--- src/rtl/pipe_rx_pkg.sv ---
`default_nettype none
// ============================================================================
// Module      : pipe_rx_pkg
// Description : Shared defaults, pointer-width helper and state encoding for
//               the pipe_rx_buf receive buffer.
// Revision    : 1.0 - initial release
// ============================================================================
package pipe_rx_pkg;

    localparam int unsigned c_DEF_WIDTH = 32;
    localparam int unsigned c_DEF_DEPTH = 32;
    localparam int unsigned c_DEF_PTR_W = $clog2(c_DEF_DEPTH);

    typedef enum logic [1:0] {
        EMPTY  = 2'd0,
        ACTIVE = 2'd1,
        FULL   = 2'd2
    } state_t;

    function automatic int unsigned ptr_width(input int unsigned depth);
        return $clog2(depth);
    endfunction

endpackage
`default_nettype wire

--- src/rtl/pipe_rx_buf_if.sv ---
`default_nettype none
// ============================================================================
// Module      : pipe_rx_buf_if
// Description : Producer/consumer bundle of the receive buffer. ovf_rx exists
//               only when PIPE_RX_OVF_EN is defined.
// Revision    : 1.0 - initial release
// ============================================================================
interface pipe_rx_buf_if #(
    parameter int unsigned WIDTH = 32,
    parameter int unsigned DEPTH = 32
);
    logic [WIDTH-1:0]         i_rx;
    logic                     srdyi_rx;
    logic [WIDTH-1:0]         o_rx;
    logic                     srdyo_rx;
    logic                     drdyi_rx;
    logic [$clog2(DEPTH):0]   level_rx;
`ifdef PIPE_RX_OVF_EN
    logic                     ovf_rx;

    modport master (output i_rx, srdyi_rx, drdyi_rx,
                    input  o_rx, srdyo_rx, level_rx, ovf_rx);
    modport slave  (input  i_rx, srdyi_rx, drdyi_rx,
                    output o_rx, srdyo_rx, level_rx, ovf_rx);
`else
    modport master (output i_rx, srdyi_rx, drdyi_rx,
                    input  o_rx, srdyo_rx, level_rx);
    modport slave  (input  i_rx, srdyi_rx, drdyi_rx,
                    output o_rx, srdyo_rx, level_rx);
`endif
endinterface
`default_nettype wire

--- src/rtl/pipe_rx_ram.sv ---
`default_nettype none
// ============================================================================
// Module      : pipe_rx_ram
// Description : DEPTH x WIDTH storage, synchronous write, asynchronous read.
// Revision    : 1.0 - initial release
// ============================================================================
module pipe_rx_ram
    import pipe_rx_pkg::*;
#(
    parameter int unsigned WIDTH = c_DEF_WIDTH,
    parameter int unsigned DEPTH = c_DEF_DEPTH,
    parameter int unsigned PTR_W = c_DEF_PTR_W
) (
    input  logic             clk,
    input  logic             i_we,
    input  logic [PTR_W-1:0] i_waddr,
    input  logic [WIDTH-1:0] i_wdata,
    input  logic [PTR_W-1:0] i_raddr,
    output logic [WIDTH-1:0] o_rdata
);

    // Contents are intentionally left unreset.
    logic [WIDTH-1:0] r_mem [DEPTH];

    always_ff @(posedge clk) begin
        if (i_we) begin
            r_mem[i_waddr] <= i_wdata;
        end
    end

    assign o_rdata = r_mem[i_raddr];

endmodule
`default_nettype wire

--- src/rtl/pipe_rx_buf.sv ---
`default_nettype none
// ============================================================================
// Module      : pipe_rx_buf
// Description : First-word-fall-through buffer behind a non-stallable delay
//               pipe. Define PIPE_RX_OVF_EN for the sticky ovf_rx flag.
// Revision    : 1.0 - initial release
// ============================================================================
module pipe_rx_buf
    import pipe_rx_pkg::*;
#(
    parameter int unsigned WIDTH = c_DEF_WIDTH,
    parameter int unsigned DEPTH = c_DEF_DEPTH
) (
    input  logic         clk,
    input  logic         rst_n,
    pipe_rx_buf_if.slave rx
);

    localparam int unsigned c_PTR_W = ptr_width(DEPTH);
    localparam int unsigned c_LVL_W = c_PTR_W + 1;
    localparam logic [c_LVL_W-1:0] c_LVL_LAST = c_LVL_W'(DEPTH - 1);
    localparam logic [c_LVL_W-1:0] c_LVL_ONE  = c_LVL_W'(1);

    state_t               r_state;
    state_t               w_state_nxt;
    logic [c_PTR_W-1:0]   r_wr_ptr;
    logic [c_PTR_W-1:0]   r_rd_ptr;
    logic [c_LVL_W-1:0]   r_level;
    logic [WIDTH-1:0]     w_rdata;
    logic                 w_srdyo;
    logic                 w_pop;
    logic                 w_push;

    // A full buffer still accepts a word when the head leaves on the same edge.
    assign w_srdyo = (r_state != EMPTY);
    assign w_pop   = w_srdyo & rx.drdyi_rx;
    assign w_push  = rx.srdyi_rx & ((r_state != FULL) | w_pop);

    always_ff @(posedge clk) begin
        if (!rst_n) begin
            r_state <= EMPTY;
        end else begin
            r_state <= w_state_nxt;
        end
    end

    always_comb begin
        w_state_nxt = r_state;
        case (r_state)
            EMPTY: begin
                if (w_push) begin
                    w_state_nxt = ACTIVE;
                end
            end
            ACTIVE: begin
                if (w_push && !w_pop && (r_level == c_LVL_LAST)) begin
                    w_state_nxt = FULL;
                end else if (w_pop && !w_push && (r_level == c_LVL_ONE)) begin
                    w_state_nxt = EMPTY;
                end
            end
            FULL: begin
                if (w_pop && !w_push) begin
                    w_state_nxt = ACTIVE;
                end
            end
            default: w_state_nxt = EMPTY;
        endcase
    end

    always_ff @(posedge clk) begin
        if (!rst_n) begin
            r_wr_ptr <= '0;
            r_rd_ptr <= '0;
            r_level  <= '0;
        end else begin
            if (w_push) begin
                r_wr_ptr <= r_wr_ptr + c_PTR_W'(1);
            end
            if (w_pop) begin
                r_rd_ptr <= r_rd_ptr + c_PTR_W'(1);
            end
            r_level <= r_level + c_LVL_W'(w_push) - c_LVL_W'(w_pop);
        end
    end

    pipe_rx_ram #(
        .WIDTH (WIDTH),
        .DEPTH (DEPTH),
        .PTR_W (c_PTR_W)
    ) u_ram (
        .clk     (clk),
        .i_we    (w_push),
        .i_waddr (r_wr_ptr),
        .i_wdata (rx.i_rx),
        .i_raddr (r_rd_ptr),
        .o_rdata (w_rdata)
    );

    assign rx.o_rx     = w_rdata;
    assign rx.srdyo_rx = w_srdyo;
    assign rx.level_rx = r_level;

`ifdef PIPE_RX_OVF_EN
    logic w_drop;
    logic r_ovf;

    assign w_drop = rx.srdyi_rx & (r_state == FULL) & ~w_pop;

    always_ff @(posedge clk) begin
        if (!rst_n) begin
            r_ovf <= 1'b0;
        end else if (w_drop) begin
            r_ovf <= 1'b1;
        end
    end

    assign rx.ovf_rx = r_ovf;
`endif

endmodule
`default_nettype wire

--- src/flat_wrapper.sv ---
// flat-port wrapper written by rule: the top's interface ports become plain ports
module pipe_rx_buf_flat import pipe_rx_pkg::*;
#(
    parameter int unsigned WIDTH = c_DEF_WIDTH,
    parameter int unsigned DEPTH = c_DEF_DEPTH
)
  (clk, rst_n, rx_i_rx, rx_srdyi_rx, rx_drdyi_rx, rx_o_rx, rx_srdyo_rx, rx_level_rx);
  pipe_rx_buf_if #(.WIDTH(WIDTH), .DEPTH(DEPTH)) rx_i ();
  input  logic clk;
  input  logic rst_n;
  input wire logic [$bits(rx_i.i_rx)-1:0] rx_i_rx;
  input wire logic [$bits(rx_i.srdyi_rx)-1:0] rx_srdyi_rx;
  input wire logic [$bits(rx_i.drdyi_rx)-1:0] rx_drdyi_rx;
  output wire logic [$bits(rx_i.o_rx)-1:0] rx_o_rx;
  output wire logic [$bits(rx_i.srdyo_rx)-1:0] rx_srdyo_rx;
  output wire logic [$bits(rx_i.level_rx)-1:0] rx_level_rx;
  assign rx_i.i_rx = rx_i_rx;
  assign rx_i.srdyi_rx = rx_srdyi_rx;
  assign rx_i.drdyi_rx = rx_drdyi_rx;
  assign rx_o_rx = rx_i.o_rx;
  assign rx_srdyo_rx = rx_i.srdyo_rx;
  assign rx_level_rx = rx_i.level_rx;
  pipe_rx_buf #(.WIDTH(WIDTH), .DEPTH(DEPTH)) u_core (.clk(clk), .rst_n(rst_n), .rx(rx_i));
endmodule
--- config.mk ---
export PLATFORM = sky130hd
export DESIGN_NAME = pipe_rx_buf_flat
export DESIGN_NICKNAME = d
export VERILOG_FILES = /design/src/rtl/pipe_rx_pkg.sv /design/src/rtl/pipe_rx_buf_if.sv /design/src/rtl/pipe_rx_ram.sv /design/src/rtl/pipe_rx_buf.sv /design/src/flat_wrapper.sv
export SDC_FILE = /design/constraint.sdc
export NUM_CORES = 1
export LEC_CHECK = 0
export CAP_MARGIN = 20
export CORE_ASPECT_RATIO = 0.6
export CORE_MARGIN = 2
export CORE_UTILIZATION = 60
export DETAILED_ROUTE_END_ITERATION = 16
export GPL_ROUTABILITY_DRIVEN = 0
export PLACE_DENSITY = 0.87
export SETUP_SLACK_MARGIN = 0.15
export SYNTH_ARGS = -nofsm -noshare
export SYNTH_HDL_FRONTEND = slang
export SYNTH_SLANG_ARGS = --single-unit
export TNS_END_PERCENT = 50
--- constraint.sdc ---
create_clock -name clk -period 8.2 [get_ports clk]
set_clock_uncertainty 0.1 [all_clocks]
set_input_delay 0.82 -clock clk [delete_from_list [all_inputs] [get_ports clk]]
set_output_delay 0.82 -clock clk [all_outputs]
set_load 0.05 [all_outputs]
==> out/metrics.yaml <==
drt:
  wl_per_cell_um: 37.0
  ant_nets: 0
  drc: 0
  firstDrtPassIters: 6
  drt_wl_total_um: 116000
  vias: 23100
  drt_iter0_drc: 4459
  via_per_inst: 7.37
timing:
  finalSetupViolCount: 0
  fin_crit_sh_pct: 73.5
  setup_ws_ns: 2.18
  hold_viol_final: 0
  rsz0062_at_grt: "false"
  worst_pin_slew_ns: 1.19
  relSlewSlack_pct: 20.7
  fin_hold_ws_ns: 0.463
  max_freq_mhz: 166
  period_needed_ns: 6.02
  slew_viol_final: 0
  setup-tns-final_ns: 0
worst_setup_path:
  cpPeakStageDelay_ns: 0.93
  arrival_ns: 5.10
  crit_fanout: 97
  r2r-start: "u_core.r_state[1]"
  critPathKind: "flip-flop to output port"
  worstPathCellList: "buf_12 -> nand2b_4 -> o21ai_0 -> nor3_1 -> or4_1 -> clkdlybuf4s50_1"
  critPathCaptureType: "output port"
  worstSetupStartpointType: "flip-flop"
  critical_path_required_ns: 7.28
  crit_slowest_cell: "nand2b_4"
floorplanning:
  fp-row-count: 73
  start_util_pct: 60.9
  die-area_um2: 69600
  ios: 75
  die_w_um: 339
  die_height_um: 205
  core_area_um2: 66400
cts:
  clk_root_buffer_cell: "clkbuf_16"
  cts_tree: "yes"
  cts.clk_slew.worst_paths_ns: 0.07
  post_cts_buffers: 0
  cts_sinks: 1047
  ctsHoldBuffers: 0
  clk_path_buf_depth: 3
  clkLatencyLatePin_ns: 0.66
  post_cts_resized: 0
  cts_buffers: 88
  htree_levels: 3
placement:
  port_buffers: 74
  hpwlAfterDp_um: 57600
  place_ws_ns: 2.98
  dp_cells: 2963
power_and_ir_drop:
  switching_power_w: 0.00243
  power.leakage_nw: 14.0
  ir_drop_mv: 0.150
  seqPwrFrac_pct: 55.0
  power_frac_comb_pct: 6.0
  clkPwrFrac_pct: 39.1
  swShare_pct: 22.4
  p_per_area_nw_per_um2: 236
  p_int_w: 0.00838
synthesis:
  yosysSeqAreaShare_pct: 77.2
  synthDistinctLibCells: 39
  synthSimpleGateAreaFrac_pct: 3.65
  synth_compound_area_share_pct: 4.59
  synth_xor_area_share_pct: 0.195
  synth_seq_cells: 1047
  ys_warn_count: 0
  synth_fa_ha_area_share_pct: 0.483
  synth.avg_cell_area_um2: 19.6
  synth_top_family_by_area: "multiplexers"
  synth_nets: 2112
  synthCells: 2061
  netlist_area_um2: 40400
  synthMuxAreaShare_pct: 12.5
min_path:
  hold_start: "u_core.r_rd_ptr[1]"
  holdCritPathClass: "flip-flop to flip-flop"
cells_and_area:
  area.growth.synth_to_final_pct: 13.0
  layout-drive-gt1-share_pct: 25.1
  fin_util_pct: 68.8
  layout.nets: 2223
  final_cells: 3140
global_routing:
  antenna_found_initial: 8
  grt_pass1_vias: 22700
  grtUsageTotal_pct: 32.9
  grt_first_pass_wirelength_um: 161000
  grt_max_degree: 128
  overflow: 0
job:
  maxCapViolations: 0
run_status:
  outcome: "finished clean"
==> power by group through the flow <==
stage / logic (W) / clock network [W] / registers [W]
4_1_cts: 0.000606 / 0.00419 / 0.00594
2_1_floorplan: 0.000297 / 0 / 0.00608
3_5_place_dp: 0.000591 / 0 / 0.00606
3_3_place_gp: 0.000559 / 0 / 0.00605
6_report: 0.000646 / 0.00422 / 0.00594
5_1_grt: 0.000670 / 0.00437 / 0.00594
==> path summary, 6_finish.rpt <==
check                                                  end  slack [ns]  depth (start not counted)
worst max-delay path                           rx_o_rx[16]        2.18                          6
worst min-delay path                    u_core.r_rd_ptr[1]        0.46                          2
worst max register to register  u_core.u_ram.r_mem[20][29]        4.68                          5
worst min register to register          u_core.r_rd_ptr[1]        0.46                          2
==> through the flow <==
| stage | area (um2) | total power [W] |
|---|---|---|
| after global routing | 45700 | 0.0110 |
| after detailed placement | 42500 | 0.00665 |
| after global placement | 42500 | 0.00661 |
| final | 45700 | 0.0108 |
| after CTS | 45300 | 0.0107 |
| after floorplan | 40400 | 0.00638 |
==> registers in the layout, indices dropped and copies added (netlist names), named ones only <==
name	count
u_core.u_ram.r_mem	1024
u_core.rx.level_rx	6
u_core.r_rd_ptr	5
u_core.r_wr_ptr	5
u_core.r_state	2
==> critical path: cells and delay by family, from the launching register on <==
family / cells / cell delay, ns
AND/OR/NAND/NOR: 3 / 1.54
AO/OA/AOI/OAI: 1 / 0.32
buffers and inverters: 2 / 1.55
flip-flops: 1 / 0.88
==> routing by layer <==
layer	vias up	part of all wire [%]	GRT usage [%]
met3	523	15	11.1
met5	-	0.053	1.04
met2	2583	46	50.7
met4	10	5.3	15.6
li1	8658	-	-
met1	11400	33	42.8
==> cells in the mapped netlist <==
cell / count / area, um2
edfxtp_1: 1024 / 30700
mux2_2: 192 / 2160
mux4_2: 128 / 2880
clkbuf_1: 81 / 304
nor3_1: 68 / 340
nor2b_1: 67 / 419
o21ai_0: 65 / 325
a211oi_1: 64 / 480
a22o_1: 64 / 561
o22ai_1: 64 / 400
nor2_1: 55 / 206
or4_1: 32 / 240
dfxtp_1: 23 / 460
ha_1: 14 / 175
nand2_1: 14 / 52.6
buf_1: 13 / 48.8
buf_2: 13 / 65.1
inv_1: 11 / 41.3
buf_6: 9 / 101
a21oi_1: 6 / 30.0
nand2b_1: 6 / 37.5
nand4_1: 6 / 37.5
xor2_1: 6 / 52.6
nand3_1: 4 / 20.0
o21a_1: 4 / 30.0
buf_4: 3 / 22.5
or2_2: 3 / 18.8
or3b_2: 3 / 26.3
xnor2_1: 3 / 26.3
a31oi_1: 2 / 12.5
and2_1: 2 / 12.5
and3_1: 2 / 12.5
nand3b_1: 2 / 15.0
nor3b_1: 2 / 15.0
or3_1: 2 / 12.5
a21o_1: 1 / 7.51
and4b_1: 1 / 10.0
fa_1: 1 / 20.0
o22a_1: 1 / 8.76
==> cell type report <==
cell class	instances	area, um2
Sequential cell	1047	31200
Fill cell	3652	20700
Multi-Input combinational cell	884	8940
Clock buffer	104	2280
Timing Repair Buffer	140	1590
Tap cell	900	1130
Clock inverter	53	515
Inverter	11	41.3
Antenna cell	1	2.50
==> cell families (layout without fill, tap and decap cells) <==
| group | Yosys count | in the layout |
|---|---|---|
| adders and majority gates | 15 | 15 |
| xor gates and xnor gates | 9 | 9 |
| other | 0 | 1 |
| buffers and inverters | 130 | 308 |
| and+or+nand+nor | 269 | 269 |
| DFF | 1047 | 1047 |
| muxes | 320 | 320 |
| AOI/OAI and AO/OA | 271 | 271 |
==> cell usage in the layout (no fill, tap or decap), drive strengths merged, types with 6 or more instances in the layout <==
cell and instances:
a211oi 64, a21oi 6, a22o 64, buf 60
bufinv 8, clkbuf 110, clkdlybuf4s50 74, clkinv 40
dfxtp 23, edfxtp 1024, ha 14, inv 14
mux2 192, mux4 128, nand2 14, nand2b 6
nand4 6, nor2 55, nor2b 67, nor3 68
o21ai 65, o22ai 64, or4 32, xor2 6
Power figures use the tool's default switching activity.
